$ cat src/rtl/if_prefetch_unit.sv
// rtl/if_prefetch_unit.sv - decoupled instruction fetch with in-order prefetch queue
// Redirects squash queued slots and count in-flight responses so they can be discarded on return.
module if_prefetch_unit #(
  parameter int                ADDR_W   = 32,
  parameter int                DATA_W   = 32,
  parameter int                DEPTH    = 4,
  parameter logic [ADDR_W-1:0] RESET_PC = '0
) (
  input  logic              clk,
  input  logic              reset,
  input  logic              Z,
  input  logic              J,
  input  logic              JR,
  input  logic [ADDR_W-1:0] JumpAddr,
  input  logic [ADDR_W-1:0] JrAddr,
  input  logic [ADDR_W-1:0] BranchAddr,
  input  logic              PC_IFWrite,
  output logic              imem_req,
  output logic [ADDR_W-1:0] imem_addr,
  input  logic              imem_gnt,
  input  logic              imem_rvalid,
  input  logic [DATA_W-1:0] imem_rdata,
  output logic              if_valid,
  output logic [DATA_W-1:0] Instruction_if,
  output logic [ADDR_W-1:0] NextPC_if,
  output logic              IF_flush
);

  localparam int IDX_W = $clog2(DEPTH);
  localparam int PTR_W = IDX_W + 1;
  localparam int CNT_W = PTR_W + 1;

  logic [ADDR_W-1:0] pc_q, pc_d;
  logic [PTR_W-1:0]  alloc_ptr_q, alloc_ptr_d;
  logic [PTR_W-1:0]  fill_ptr_q, fill_ptr_d;
  logic [PTR_W-1:0]  head_ptr_q, head_ptr_d;
  logic [PTR_W-1:0]  drop_cnt_q, drop_cnt_d;
  logic [ADDR_W-1:0] slot_pc_q   [DEPTH];
  logic [DATA_W-1:0] slot_data_q [DEPTH];
  logic [DEPTH-1:0]  slot_filled_q;

  logic [PTR_W-1:0]  alloc_cnt, unfilled_cnt, outstanding;
  logic [IDX_W-1:0]  head_idx, alloc_idx, fill_idx;
  logic [ADDR_W-1:0] target;
  logic              redirect, grant, fill, drop, pop, rsp_live, head_alloc;

  assign alloc_cnt    = alloc_ptr_q - head_ptr_q;
  assign unfilled_cnt = alloc_ptr_q - fill_ptr_q;
  assign outstanding  = unfilled_cnt + drop_cnt_q;
  assign head_idx     = head_ptr_q[IDX_W-1:0];
  assign alloc_idx    = alloc_ptr_q[IDX_W-1:0];
  assign fill_idx     = fill_ptr_q[IDX_W-1:0];

  assign redirect = !reset && (Z || J || JR);
  assign IF_flush = redirect;

  // Pending drops hold credit so late responses never find their slot reused.
  assign imem_req  = !reset && !redirect &&
                     (({1'b0, alloc_cnt} + {1'b0, drop_cnt_q}) < CNT_W'(DEPTH));
  assign imem_addr = pc_q;
  assign grant     = imem_req && imem_gnt;

  assign drop     = !reset && imem_rvalid && (drop_cnt_q != '0);
  assign fill     = !reset && !redirect && imem_rvalid &&
                    (drop_cnt_q == '0) && (unfilled_cnt != '0);
  assign rsp_live = imem_rvalid && (outstanding != '0);

  assign head_alloc     = (head_ptr_q != alloc_ptr_q);
  assign if_valid       = !reset && head_alloc && slot_filled_q[head_idx];
  assign pop            = if_valid && PC_IFWrite && !redirect;
  assign Instruction_if = if_valid ? slot_data_q[head_idx] : '0;
  assign NextPC_if      = if_valid ? (slot_pc_q[head_idx] + ADDR_W'(4)) : '0;

  always_comb begin
    target = BranchAddr;
    if (JR) begin
      target = JrAddr;
    end else if (J) begin
      target = JumpAddr;
    end
  end

  always_comb begin
    pc_d        = pc_q;
    alloc_ptr_d = alloc_ptr_q;
    fill_ptr_d  = fill_ptr_q;
    head_ptr_d  = head_ptr_q;
    drop_cnt_d  = drop_cnt_q;
    if (redirect) begin
      pc_d        = {target[ADDR_W-1:2], 2'b00};
      alloc_ptr_d = '0;
      fill_ptr_d  = '0;
      head_ptr_d  = '0;
      drop_cnt_d  = outstanding - PTR_W'(rsp_live);
    end else begin
      if (grant) begin
        pc_d        = pc_q + ADDR_W'(4);
        alloc_ptr_d = alloc_ptr_q + PTR_W'(1);
      end
      if (fill) fill_ptr_d = fill_ptr_q + PTR_W'(1);
      if (pop)  head_ptr_d = head_ptr_q + PTR_W'(1);
      if (drop) drop_cnt_d = drop_cnt_q - PTR_W'(1);
    end
  end

  always_ff @(posedge clk) begin
    if (reset) begin
      pc_q          <= RESET_PC;
      alloc_ptr_q   <= '0;
      fill_ptr_q    <= '0;
      head_ptr_q    <= '0;
      drop_cnt_q    <= '0;
      slot_filled_q <= '0;
    end else begin
      pc_q        <= pc_d;
      alloc_ptr_q <= alloc_ptr_d;
      fill_ptr_q  <= fill_ptr_d;
      head_ptr_q  <= head_ptr_d;
      drop_cnt_q  <= drop_cnt_d;
      if (redirect) begin
        slot_filled_q <= '0;
      end else begin
        if (grant) slot_filled_q[alloc_idx] <= 1'b0;
        if (fill)  slot_filled_q[fill_idx]  <= 1'b1;
      end
    end
  end

  always_ff @(posedge clk) begin
    if (!reset && !redirect) begin
      if (grant) slot_pc_q[alloc_idx]  <= pc_q;
      if (fill)  slot_data_q[fill_idx] <= imem_rdata;
    end
  end

endmodule

$ cat config.mk
export PLATFORM = sky130hd
export DESIGN_NAME = if_prefetch_unit
export DESIGN_NICKNAME = d
export VERILOG_FILES = /design/src/rtl/if_prefetch_unit.sv
export SDC_FILE = /design/constraint.sdc
export NUM_CORES = 1
export LEC_CHECK = 0
export ABC_AREA = 1
export CORE_AREA = 3 3 171 173
export CTS_CLUSTER_DIAMETER = 150
export DETAILED_ROUTE_END_ITERATION = 8
export DIE_AREA = 0 0 174 176
export PLACE_DENSITY = 0.9
export SYNTH_ARGS = -nofsm -noshare
export SYNTH_HDL_FRONTEND = slang
export SYNTH_SLANG_ARGS = --single-unit
export TNS_END_PERCENT = 100
$ cat constraint.sdc
create_clock -name clk -period 4.31 [get_ports clk]
set_input_delay 1.293 -clock clk [delete_from_list [all_inputs] [get_ports clk]]
set_output_delay 1.293 -clock clk [all_outputs]
set_load 0.01 [all_outputs]
After elaboration in Yosys (flattened, before gate mapping)
Memory sizes are Yosys's and may differ from the RTL's. A register that Yosys moved wholly into a read port is not among the register bits.
Cells that the tools add are included.
Word-level totals
  RAM bits: 256
  register bits: 48
  logic and storage cells: 85
  input port bits: 136
  memories kept: 2
Operators by class
  $add $sub $neg: 11
  eq/ne operators: 1
  magnitude comparators: 6
  bitwise logic cells: 3
  multiplexer cells: 28
  reductions and logical operators: 27
Memories
  slot_data_q: words 4, width 32, rd ports 1, clocked after memory_dff 1, write ports 1, RTL line 39  | logic [DATA_W-1:0] slot_data_q [DEPTH];
  slot_pc_q: words 4, width 32, rd ports 1, clocked after memory_dff 1, write ports 1, RTL line 38  | logic [ADDR_W-1:0] slot_pc_q [DEPTH];
Operators by type and width (count)
  $mux W32: 6
  $add A32 B3 Y32 const B: 2
  $logic_and A1 B1 Y1: 16
  $mux W4: 4
  $add A3 B1 Y3 const B: 3
  $lt A2 B3 Y1 const B: 3
  $mux W1: 9
  $reduce_bool A3 Y1: 3
  $mux W2: 4
  $mux W3: 2
  $sub A3 B3 Y3: 2
  $add A3 B3 Y4: 1
  $and A4 B4 Y4: 1
  $demux W1 S2: 2
  $ge A2 B1 Y1 const B: 2
  $lt A4 B3 Y1 const B: 1
  $not A4 Y4: 1
  $or A4 B4 Y4: 1
  $reduce_bool A2 Y1: 2
  $add A3 B3 Y3: 1
  $logic_not A3 Y1: 1
  $ne A3 B3 Y1: 1
  $sub A3 B1 Y3: 1
  $sub A3 B1 Y3 const B: 1
  other kinds (4): 6

Depth between registers and ports, before layout
  depth in word-level cells: 12
  mapped depth: 16
  gate-level depth less buffers: 16

Worst setup path before layout
OpenSTA, ideal clock, no wires.
  kind: register -> register
  start point: register alloc_ptr_q[0]
  end point: memory slot_pc_q[0][10] (enable)
  path buffers: 1
  data required time: 3.893 ns
  period minus slack after synthesis: 3.788 ns
  stages on the path, launching flop included: 12
  library setup time: 0.417 ns
  path slack: 0.522 ns
  data arrival time: 3.371 ns
  cell sequence: dfxtp_1 -> inv_1 -> ha_1 -> inv_1 -> fa_1 -> xor2_1 -> ha_1 -> nor3_1 -> and2_1 -> nand3_4 -> clkbuf_1 -> nor2_1
On the way
  longest elaborated chain between the ends: 8
Ends and longest elaborated chain
  start: declaration: RTL line 34  | logic [PTR_W-1:0] alloc_ptr_q, alloc_ptr_d;
  start signal: assignment: RTL line 116  | alloc_ptr_q <= alloc_ptr_d;
  $sub A3 B3 Y3: RTL line 47  | assign alloc_cnt = alloc_ptr_q - head_ptr_q;
  $add A3 B3 Y4: RTL line 59  | (({1'b0, alloc_cnt} + {1'b0, drop_cnt_q}) < CNT_W'(DEPTH));
  $lt A4 B3 Y1: RTL line 59
  $logic_and A1 B1 Y1: RTL line 58  | assign imem_req = !reset && !redirect &&
  $logic_and A1 B1 Y1: RTL line 61  | assign grant = imem_req && imem_gnt;
  $mux W1: RTL line 131  | if (grant) slot_pc_q[alloc_idx] <= pc_q;
  $mux W1: RTL line 130  | if (!reset && !redirect) begin
  $mux W1 (not written as such): RTL line 131
  end: declaration: RTL line 38
Several ways; a longest one is shown, not always the timed one.

Worst setup path in the final report
  start point: input reset
  end point: output Instruction_if[19]
On the way
  longest elaborated chain between the ends: 4
Ends and longest elaborated chain
  start: declaration: RTL line 10  | input logic reset,
  $logic_not A1 Y1: RTL line 69  | assign if_valid = !reset && head_alloc && slot_filled_q[head_idx];
  $logic_and A1 B1 Y1 (2 in series): RTL line 69
  $mux W32: RTL line 71  | assign Instruction_if = if_valid ? slot_data_q[head_idx] : '0;
  end: declaration: RTL line 24  | output logic [DATA_W-1:0] Instruction_if,
No other way between the ends.

==> reports/metrics.yaml <==
clkSlewWorstSetupHoldPaths_ps: 60
crit_arrival_ps: 3150
first_pass_iters: 6
cap_violations: 0
fmax_mhz: 225
grt_pass1_vias: 12800
preCtsSetupSlack_ps: -196
crit_path_end_kind: "primary output"
synth-edff-count: 248
holdCritPathClass: "reg -> reg"
areaGrowthSynthToFinish_pct: 26.3
drc: 0
nets: 2140
clock-sinks: 296
fillCellCount: 2051
critPathMaxFanout: 16
cts_tree: "yes"
grt_overflow: 0
leakage_uw: 0.00780
drv_slew: 0
syn_area_sq_um: 15200
r2r_cells: 17
insertion_delay_ps: 550
worstSetupPathType: "in -> out"
worst-path-stages: 7
startpoint: "reset"
hp-start: "slot_filled_q[1]"
dieWidth_microns: 174
tightest_slew_ps: 728
critPathCapture: "Instruction_if[19]"
fin_cells: 2375
diodes: 0
async_flop_share_pct: 0
port_buffers: 224
critPathMostFrequentCell: "clkdlybuf4s50_1"
worst_slack_ps: -131
synth_top_flop_cell: "edfxtp_1"
r2r_start: "alloc_ptr_q[0]"
dpl_cell_area_sq_um: 17900
ys_warn_count: 0
numCtsBuffers: 29
rsz0062_at_grt: "yes"
r2r_slack_ps: 1150
dp_hpwl_microns: 28500
grt.total_usage_pct: 26.7
antenna_found_initial: 2
fin_area_sq_um: 19200
antenna_left: 0
relSlewSlack_pct: 51.4
crit_buf_inv: 5
ys_seq_area_share_pct: 55.3
wl_per_cell_microns: 18.0
grt_first_pass_wirelength_microns: 65700
status: "finished with violations"
hold_viol: 0
gp_congestion: 0.935
crit_required_ps: 3020
drt_iter0_markers: 1310
period_share_pct: 103
synth-seq-cells: 296
netlist_instances: 1763
violations: "negative setup slack"
cp_cell_sequence: "clkdlybuf4s50_1, inv_1, nand3_2, buf_12, buf_4, a21oi_1, clkdlybuf4s50_1"
drive_gt1_share_pct: 8.01
htree_levels: 1
synth.distinct_cells: 46
viasPerCell: 5.61
cp-start-kind: "input pin"
crit_slowest_cell: "clkdlybuf4s50_1"
avgSynthCellArea_sq_um: 8.62
finalCriticalPeriod_ps: 4440
cpPeakStageDelay_ps: 580
wl_microns: 42800
dieArea_sq_um: 30600
rows: 61
cts_root_buf: "clkbuf_16"
die_h_microns: 176
ir_drop_v: 0.000327
vias: 13300
cts_buffer_depth: 3
start_util_pct: 54.7
critPathTopFamily: "buffers and inverters"
setup_violations: 2
coreArea_sq_um: 27800
finalClockSkew_ps: 8.03
power_density_nw_per_um2: 328
place_inst: 2317
pin_count: 235
timing.rr.end: "drop_cnt_q[2]"
grt_max_degree: 65
==> logic make-up after synthesis <==
| group | count (synthesis) | synth area share, % |
|---|---|---|
| AND/OR/NAND/NOR | 978 | 26.9 |
| flip-flops | 296 | 55.3 |
| AO/OA/AOI/OAI | 259 | 8.85 |
| buffers and inverters | 181 | 5.38 |
| adder cells (fa/ha/maj) | 24 | 2.12 |
| XOR/XNOR | 23 | 1.33 |
| other | 1 | 0.0247 |
| multiplexers | 1 | 0.0659 |
==> sequential cells by signal, indices dropped and copies added (netlist names), named ones only <==
signal and count:
slot_data_q 128, slot_pc_q 120, imem_addr 30, slot_filled_q 4, alloc_ptr_q 3, drop_cnt_q 3
fill_ptr_q 3, head_ptr_q 3
==> synthesized netlist by cell type (4+ instances only) <==
cell type / n / area (sq um)
xnor2_1: 8 / 70.1
nand4_1: 14 / 87.6
buf_6: 4 / 45.0
buf_1: 14 / 52.6
nor2_1: 288 / 1080
o21ai_0: 131 / 656
a31oi_1: 7 / 43.8
a21oi_1: 103 / 515
nand3b_1: 6 / 45.0
inv_1: 89 / 334
inv_2: 6 / 22.5
buf_4: 9 / 67.6
nor3_1: 19 / 95.1
nand3_1: 112 / 561
clkbuf_1: 29 / 109
dfxtp_1: 48 / 961
o211ai_1: 8 / 60.1
nand2_2: 11 / 68.8
nand2_1: 499 / 1870
buf_2: 26 / 130
xor2_1: 15 / 131
nor2_2: 7 / 43.8
edfxtp_1: 248 / 7450
nor2_4: 7 / 78.8
ha_1: 21 / 263
==> what timing repair did <==
| item | in CTS | in global routing |
|---|---|---|
| cloned | 1 | 3 |
| endpoints found under the setup margin | 46 | 24 |
| buffers inserted | 4 | 2 |
| gates resized for setup | 60 | 51 |
| pin swaps | 0 | 1 |
| hold buffers | 0 | 0 |
==> cell type report <==
type	count	area (sq um)	share of cell area, %
Clock inverter	17	275	1.43
Sequential cell	296	8420	43.9
Tap cell	378	473	2.46
Clock buffer	31	733	3.82
Inverter	96	379	1.98
Multi-Input combinational cell	1289	6070	31.6
Timing Repair Buffer	268	2840	14.8
==> where the power goes <==
group          total [uW]  leakage, uW  internal (uW)  switching, uW
Combinational         416      0.00470            213            203
Sequential           3200      0.00262           3130           72.8
Clock                2680     0.000479           1640           1040
==> metal layers <==
metal | track usage (%) | wire length, microns | share of wire (%)
met1 | 34.4 | 16500 | 39
met2 | 46.3 | 21200 | 50
met3 | 3.98 | 3720 | 8.7
met4 | 9.35 | 1280 | 3.0
met5 | 0 | 13 | 0.030
==> stage by stage <==
stage	setup TNS (ps)	util [%]	power, uW	hold slack (ps)
detailed placement	-2820	64.3	3670	482
global route	-375	69.1	6480	538
global placement	-2430	64.3	3650	466
finish	-252	69.1	6300	526
floorplan	0	-	3420	450
CTS	-235	68.2	6310	498
==> cells in the final DEF, fill, tap and decap left out, types with 25 or more instances in the layout <==
cell type / Yosys / routed
clkbuf_16: 0 / 32
dfxtp_1: 48 / 45
o21ai_0: 131 / 131
nand2_1: 499 / 490
nor2_1: 288 / 277
dlygate4sd2_1: 0 / 38
clkdlybuf4s50_1: 0 / 165
edfxtp_1: 248 / 248
a21oi_1: 103 / 103
inv_1: 89 / 86
nand3_1: 112 / 111
buf_4: 9 / 25
==> worst reg2reg max path, delay by kind of cell (launching register included) <==
family	cells	cell delay [ps]
fa+ha+maj	5	1440
buf+inv	5	400
simple gates	4	400
flops	1	370
compound gates	2	250
xor+xnor	1	190
==> worst min-delay path by stage <==
stage                             to  slack (ps)  cells after the start
floorplan           slot_filled_q[1]         450                      2
global placement    slot_filled_q[3]         470                      2
detailed placement  slot_filled_q[1]         480                      2
CTS                 slot_filled_q[1]         500                      2
global route        slot_filled_q[1]         540                      2
finish              slot_filled_q[1]         530                      2
No activity file was read; power rests on OpenSTA's default activity.
